[src/rtl/key_debounce.sv]
// Two-channel push-button conditioner: 2-flop synchronizer, debounce FSM and
// press/auto-repeat pulse generator per key. Key bit0 = up, bit1 = down.
`timescale 1ns/1ps

module key_debounce #(
   parameter int DB_CYCLES  = 50000,
   parameter int REP_DELAY  = 25000000,
   parameter int REP_PERIOD = 5000000,
   parameter int REP_EN     = 1,
   parameter int CNT_W      = 26
) (
   input  logic       clk,
   input  logic       rst,
   input  logic [1:0] key_n,
   output logic       KEY_UP,
   output logic       KEY_DOWN,
   output logic       up_pulse,
   output logic       down_pulse
);

   localparam int CNT_MAX_A = (DB_CYCLES > REP_DELAY) ? DB_CYCLES : REP_DELAY;
   localparam int CNT_MAX   = (CNT_MAX_A > REP_PERIOD) ? CNT_MAX_A : REP_PERIOD;

   localparam logic [CNT_W-1:0] DB_LAST     = CNT_W'(DB_CYCLES - 1);
   localparam logic [CNT_W-1:0] DELAY_LAST  = CNT_W'(REP_DELAY - 1);
   localparam logic [CNT_W-1:0] PERIOD_LAST = CNT_W'(REP_PERIOD - 1);

   generate
      if (CNT_W < $clog2(CNT_MAX + 1)) begin : g_cnt_w_check
         $error("key_debounce: CNT_W too small for DB_CYCLES/REP_DELAY/REP_PERIOD");
      end
      if (DB_CYCLES < 1 || REP_DELAY < 1 || REP_PERIOD < 1) begin : g_param_check
         $error("key_debounce: cycle parameters must be at least 1");
      end
   endgenerate

   typedef enum logic [2:0] {
      ST_IDLE,
      ST_PRESS_WAIT,
      ST_HELD,
      ST_REPEAT,
      ST_RELEASE_WAIT
   } state_t;

   logic [1:0] w_level;
   logic [1:0] w_pulse;

   genvar gi;
   generate
      for (gi = 0; gi < 2; gi++) begin : g_ch
         logic             r_sync1;
         logic             r_sync2;
         logic             r_level;
         logic             r_pulse;
         logic [CNT_W-1:0] r_cnt;
         state_t           r_state;
         logic             w_s;

         // Synchronizers reset to the released level so reset release is quiet.
         always_ff @(posedge clk or posedge rst) begin
            if (rst) begin
               r_sync1 <= 1'b1;
               r_sync2 <= 1'b1;
            end else begin
               r_sync1 <= key_n[gi];
               r_sync2 <= r_sync1;
            end
         end

         assign w_s = ~r_sync2;

         always_ff @(posedge clk or posedge rst) begin
            if (rst) begin
               r_state <= ST_IDLE;
               r_cnt   <= '0;
               r_level <= 1'b0;
               r_pulse <= 1'b0;
            end else begin
               r_pulse <= 1'b0;
               case (r_state)
                  ST_IDLE: begin
                     r_level <= 1'b0;
                     r_cnt   <= '0;
                     if (w_s) begin
                        r_state <= ST_PRESS_WAIT;
                     end
                  end
                  ST_PRESS_WAIT: begin
                     if (!w_s) begin
                        r_state <= ST_IDLE;
                        r_cnt   <= '0;
                     end else if (r_cnt == DB_LAST) begin
                        r_state <= ST_HELD;
                        r_level <= 1'b1;
                        r_pulse <= 1'b1;
                        r_cnt   <= '0;
                     end else begin
                        r_cnt <= r_cnt + 1'b1;
                     end
                  end
                  ST_HELD: begin
                     r_level <= 1'b1;
                     if (!w_s) begin
                        r_state <= ST_RELEASE_WAIT;
                        r_cnt   <= '0;
                     end else if (REP_EN != 0) begin
                        if (r_cnt == DELAY_LAST) begin
                           r_state <= ST_REPEAT;
                           r_pulse <= 1'b1;
                           r_cnt   <= '0;
                        end else begin
                           r_cnt <= r_cnt + 1'b1;
                        end
                     end
                  end
                  ST_REPEAT: begin
                     r_level <= 1'b1;
                     if (!w_s) begin
                        r_state <= ST_RELEASE_WAIT;
                        r_cnt   <= '0;
                     end else if (r_cnt == PERIOD_LAST) begin
                        r_pulse <= 1'b1;
                        r_cnt   <= '0;
                     end else begin
                        r_cnt <= r_cnt + 1'b1;
                     end
                  end
                  ST_RELEASE_WAIT: begin
                     // A bounce back to pressed restarts the repeat delay silently.
                     if (w_s) begin
                        r_state <= ST_HELD;
                        r_cnt   <= '0;
                     end else if (r_cnt == DB_LAST) begin
                        r_state <= ST_IDLE;
                        r_level <= 1'b0;
                        r_cnt   <= '0;
                     end else begin
                        r_cnt <= r_cnt + 1'b1;
                     end
                  end
                  default: begin
                     r_state <= ST_IDLE;
                     r_level <= 1'b0;
                     r_cnt   <= '0;
                  end
               endcase
            end
         end

         assign w_level[gi] = r_level;
         assign w_pulse[gi] = r_pulse;
      end
   endgenerate

   assign KEY_UP     = w_level[0];
   assign KEY_DOWN   = w_level[1];
   assign up_pulse   = w_pulse[0];
   assign down_pulse = w_pulse[1];

endmodule
[config.mk]
export PLATFORM = sky130hd
export DESIGN_NAME = key_debounce
export DESIGN_NICKNAME = d
export VERILOG_FILES = /design/src/rtl/key_debounce.sv
export SDC_FILE = /design/constraint.sdc
export NUM_CORES = 1
export LEC_CHECK = 0
export CAP_MARGIN = 20
export CORE_MARGIN = 2
export CORE_UTILIZATION = 62
export DETAILED_ROUTE_END_ITERATION = 8
export MAX_ROUTING_LAYER = met4
export PLACE_DENSITY_LB_ADDON = 0.2
export SETUP_SLACK_MARGIN = 0.2
export SLEW_MARGIN = 20
export SYNTH_ARGS = -nofsm -noshare
export SYNTH_HDL_FRONTEND = slang
export SYNTH_SLANG_ARGS = --single-unit
[constraint.sdc]
create_clock -name clk -period 2.88 [get_ports clk]
set_clock_uncertainty 0.2 [all_clocks]
set_input_delay 0.432 -clock clk [delete_from_list [all_inputs] [get_ports clk]]
set_output_delay 0.432 -clock clk [all_outputs]
set_load 0.02 [all_outputs]
==> impl_metrics.env, run 1 <==
export IMPL_worstSetupEndpoint="g_ch[0].r_cnt[24]"
export IMPL_via_per_inst=6.26
export IMPL_r2r_end="g_ch[0].r_cnt[24]"
export IMPL_portBuffers=7
export IMPL_r2r_setup_slack_ns=0.37
export IMPL_worst_slew_pin_slew_ns=0.652
export IMPL_cp_arrival_ns=2.51
export IMPL_synth_area_mm2=0.00363
export IMPL_drcViolationCount=0
export IMPL_routed_via_count=2890
export IMPL_clock_path_buffers=2
export IMPL_finalSetupViolations=0
export IMPL_antenna_found_initial=0
export IMPL_drv_cap=0
export IMPL_crit_type="flop to flop"
export IMPL_fin_nets=391
export IMPL_track_usage_pct=25.7
export IMPL_min_period_over_period_pct=87.0
export IMPL_num_antenna_cells=0
export IMPL_ctsHtreeMaxLevel=3
export IMPL_fp_dieH_um=80.5
export IMPL_grt_pass1_vias=2658
export IMPL_setup_tns_ns=0
export IMPL_rsz0062_at_grt="no"
export IMPL_die_w_um=80.5
export IMPL_synthFlopType="dfrtp_1"
export IMPL_grt_pass1_wl_um=12400
export IMPL_firstDrtPassIters=5
export IMPL_crit_required_ns=2.89
export IMPL_area_growth_synth_to_final_pct=8.72
export IMPL_worstPathMaxFanout=26
export IMPL_dpl_cell_area_mm2=0.00375
export IMPL_cts_tree="done"
export IMPL_status="finished, final reports clean"
export IMPL_rows=27
export IMPL_stdcell_area_mm2=0.00395
export IMPL_syn_nets=385
export IMPL_dieArea_mm2=0.00648
export IMPL_drive_gt1_share_pct=11.8
export IMPL_hp_class="flop to flop"
export IMPL_grt_overflow=0
export IMPL_yosysSeqAreaShare_pct=45.6
export IMPL_rr_worst_depth=6
export IMPL_postCtsHoldBufs=0
export IMPL_antenna_left=0
export IMPL_grt_start_max_net_pins=67
export IMPL_min_period_ns=2.51
export IMPL_p_per_area_mw_per_mm2=450
export IMPL_leakagePower_nw=1.44
export IMPL_crit_path_end_kind="flop"
export IMPL_drv_slew=0
export IMPL_wl_per_cell_um=15.8
export IMPL_instances_no_fill=462
export IMPL_cts_root_buf="clkbuf_8"
export IMPL_io_pins=8
export IMPL_startpoint="g_ch[0].r_cnt[17]"
export IMPL_synth_edff_count=0
export IMPL_dp_cells=446
export IMPL_synth_warnings=0
export IMPL_clock_latency_ns=0.34
export IMPL_globalplace_congestion=0.933
export IMPL_core_mm2=0.00557
export IMPL_irDropWorstVdd_mv=0.345
export IMPL_fmax_ghz=0.399
export IMPL_ys_types=55
export IMPL_ys_ff_latch=66
export IMPL_syn_area_per_cell_um2=9.58
export IMPL_worst_setup_path_start_kind="flop"
export IMPL_dr_first_iter_drc_count=179
export IMPL_hold_viol=0
export IMPL_drt_total_wl_um=7310
export IMPL_r2r_start="g_ch[0].r_cnt[17]"
export IMPL_clock_sinks=66
export IMPL_start_util_pct=65.1
export IMPL_numCtsBuffers=9
export IMPL_dp_hpwl_um=4900
export IMPL_max_slew_margin_pct=55.9
export IMPL_synth_cells=379
export IMPL_clk_pin_slew_worst_paths_ns=0.07
export IMPL_async_flop_share_pct=100
-- sequential cells by signal, summed over array words and instances (netlist names) --
| signal | flops |
|---|---|
| KEY_DOWN | 1 |
| down_pulse | 1 |
| up_pulse | 1 |
| KEY_UP | 1 |
| g_ch.r_cnt | 52 |
| g_ch.r_state | 6 |
| g_ch.r_sync2 | 2 |
| g_ch.r_sync1 | 2 |
-- cells by family (layout without fill, tap and decap cells) --
group / Yosys count / after routing / synth area share, %
and+or+nand+nor: 182 / 182 / 28.0
xor gates and xnor gates: 48 / 48 / 11.6
buffers and inverters: 29 / 40 / 3.93
AOI/OAI and AO/OA: 52 / 52 / 10.2
DFF: 66 / 66 / 45.6
adders and majority gates: 2 / 2 / 0.689
-- cell type report --
class                      count  area [um2]
fill                         421        1630
multi-input combinational    284        1830
inverter                      11        41.3
timing repair buffer          13         128
sequential                    66        1660
clock inverter                 2        35.0
clock buffer                  14         163
tap                           72        90.1
-- stage by stage --
| step | util (%) | setup slack, ns | total power [mW] | hold WS (ns) |
|---|---|---|---|---|
| 2_1_floorplan | - | 0.600 | 0.998 | 0.145 |
| 3_3_place_gp | 67.2 | 0.436 | 1.02 | 0.146 |
| 3_5_place_dp | 67.2 | 0.363 | 1.02 | 0.147 |
| 4_1_cts | 70.8 | 0.346 | 1.79 | 0.150 |
| 5_1_grt | 70.8 | 0.231 | 1.85 | 0.160 |
| 6_report | 70.8 | 0.374 | 1.78 | 0.152 |
-- worst max-delay path, stage by stage, from the launching register on --
cell and delay, ns:
dfrtp_1 0.46, nor4b_1 0.64, nand4_1 0.23, o211ai_1 0.28
o311a_1 0.18, buf_4 0.28, nor2_1 0.10
-- synthesized netlist by cell type (6+ instances only) --
master / instances / area, um2
nand3_1: 22 / 110
a21oi_1: 22 / 110
and3_1: 6 / 37.5
inv_1: 11 / 41.3
nand2_1: 25 / 93.8
xor2_1: 18 / 158
nor2_1: 47 / 176
xnor2_1: 30 / 263
nand4_1: 17 / 106
buf_2: 9 / 45.0
nor3_1: 16 / 80.1
dfrtp_1: 62 / 1550
clkbuf_1: 6 / 22.5
a21oi_2: 8 / 70.1
nor4_1: 12 / 75.1
-- report_power, final --
| part | switching (mW) | internal (mW) | total [mW] | leakage, nW |
|---|---|---|---|---|
| Sequential | 0.00865 | 0.936 | 0.945 | 0.902 |
| Clock | 0.329 | 0.447 | 0.776 | 0.101 |
| Combinational | 0.0387 | 0.0163 | 0.0550 | 0.433 |
-- worst min path at each step --
stage,end,from,cells after the start
after floorplan,g_ch[0].r_sync2,g_ch[0].r_sync1,0
after global placement,g_ch[0].r_sync2,g_ch[0].r_sync1,0
after detailed placement,g_ch[0].r_sync2,g_ch[0].r_sync1,0
after CTS,g_ch[1].r_sync2,g_ch[1].r_sync1,0
after global routing,g_ch[1].r_sync2,g_ch[1].r_sync1,0
final,g_ch[1].r_sync2,g_ch[1].r_sync1,0
-- what timing repair did --
item,CTS,global route
endpoints found under the hold margin,0,0
resized for setup,0,1
setup buffers,0,0
endpoints found under the setup margin,0,17
-- placed cells by master (no fill, tap or decap), types with 7 or more instances in the layout --
cell type | Yosys | final
nor3_1 | 16 | 16
dfrtp_1 | 62 | 62
a21oi_2 | 8 | 8
nand4_1 | 17 | 17
nand3_1 | 22 | 22
xor2_1 | 18 | 18
clkbuf_8 | 0 | 11
xnor2_1 | 30 | 30
nor4_1 | 12 | 12
nor2_1 | 47 | 46
a21oi_1 | 22 | 22
inv_1 | 11 | 10
clkdlybuf4s50_1 | 0 | 7
nand2_1 | 25 | 25
-- routing by layer --
layer  track usage (%)  wire [um]
met5                 -          0
met4              11.2        146
met3              5.96        351
met1              34.7       3550
met2              37.2       3260
(Power assumes the default switching activity.)
==> inputs of run 2 (changes only) <==
CAP_MARGIN = not set   (was 20)
==> results of run 2 <==
Final layout, timing and power as in run 1 (identical DEF).
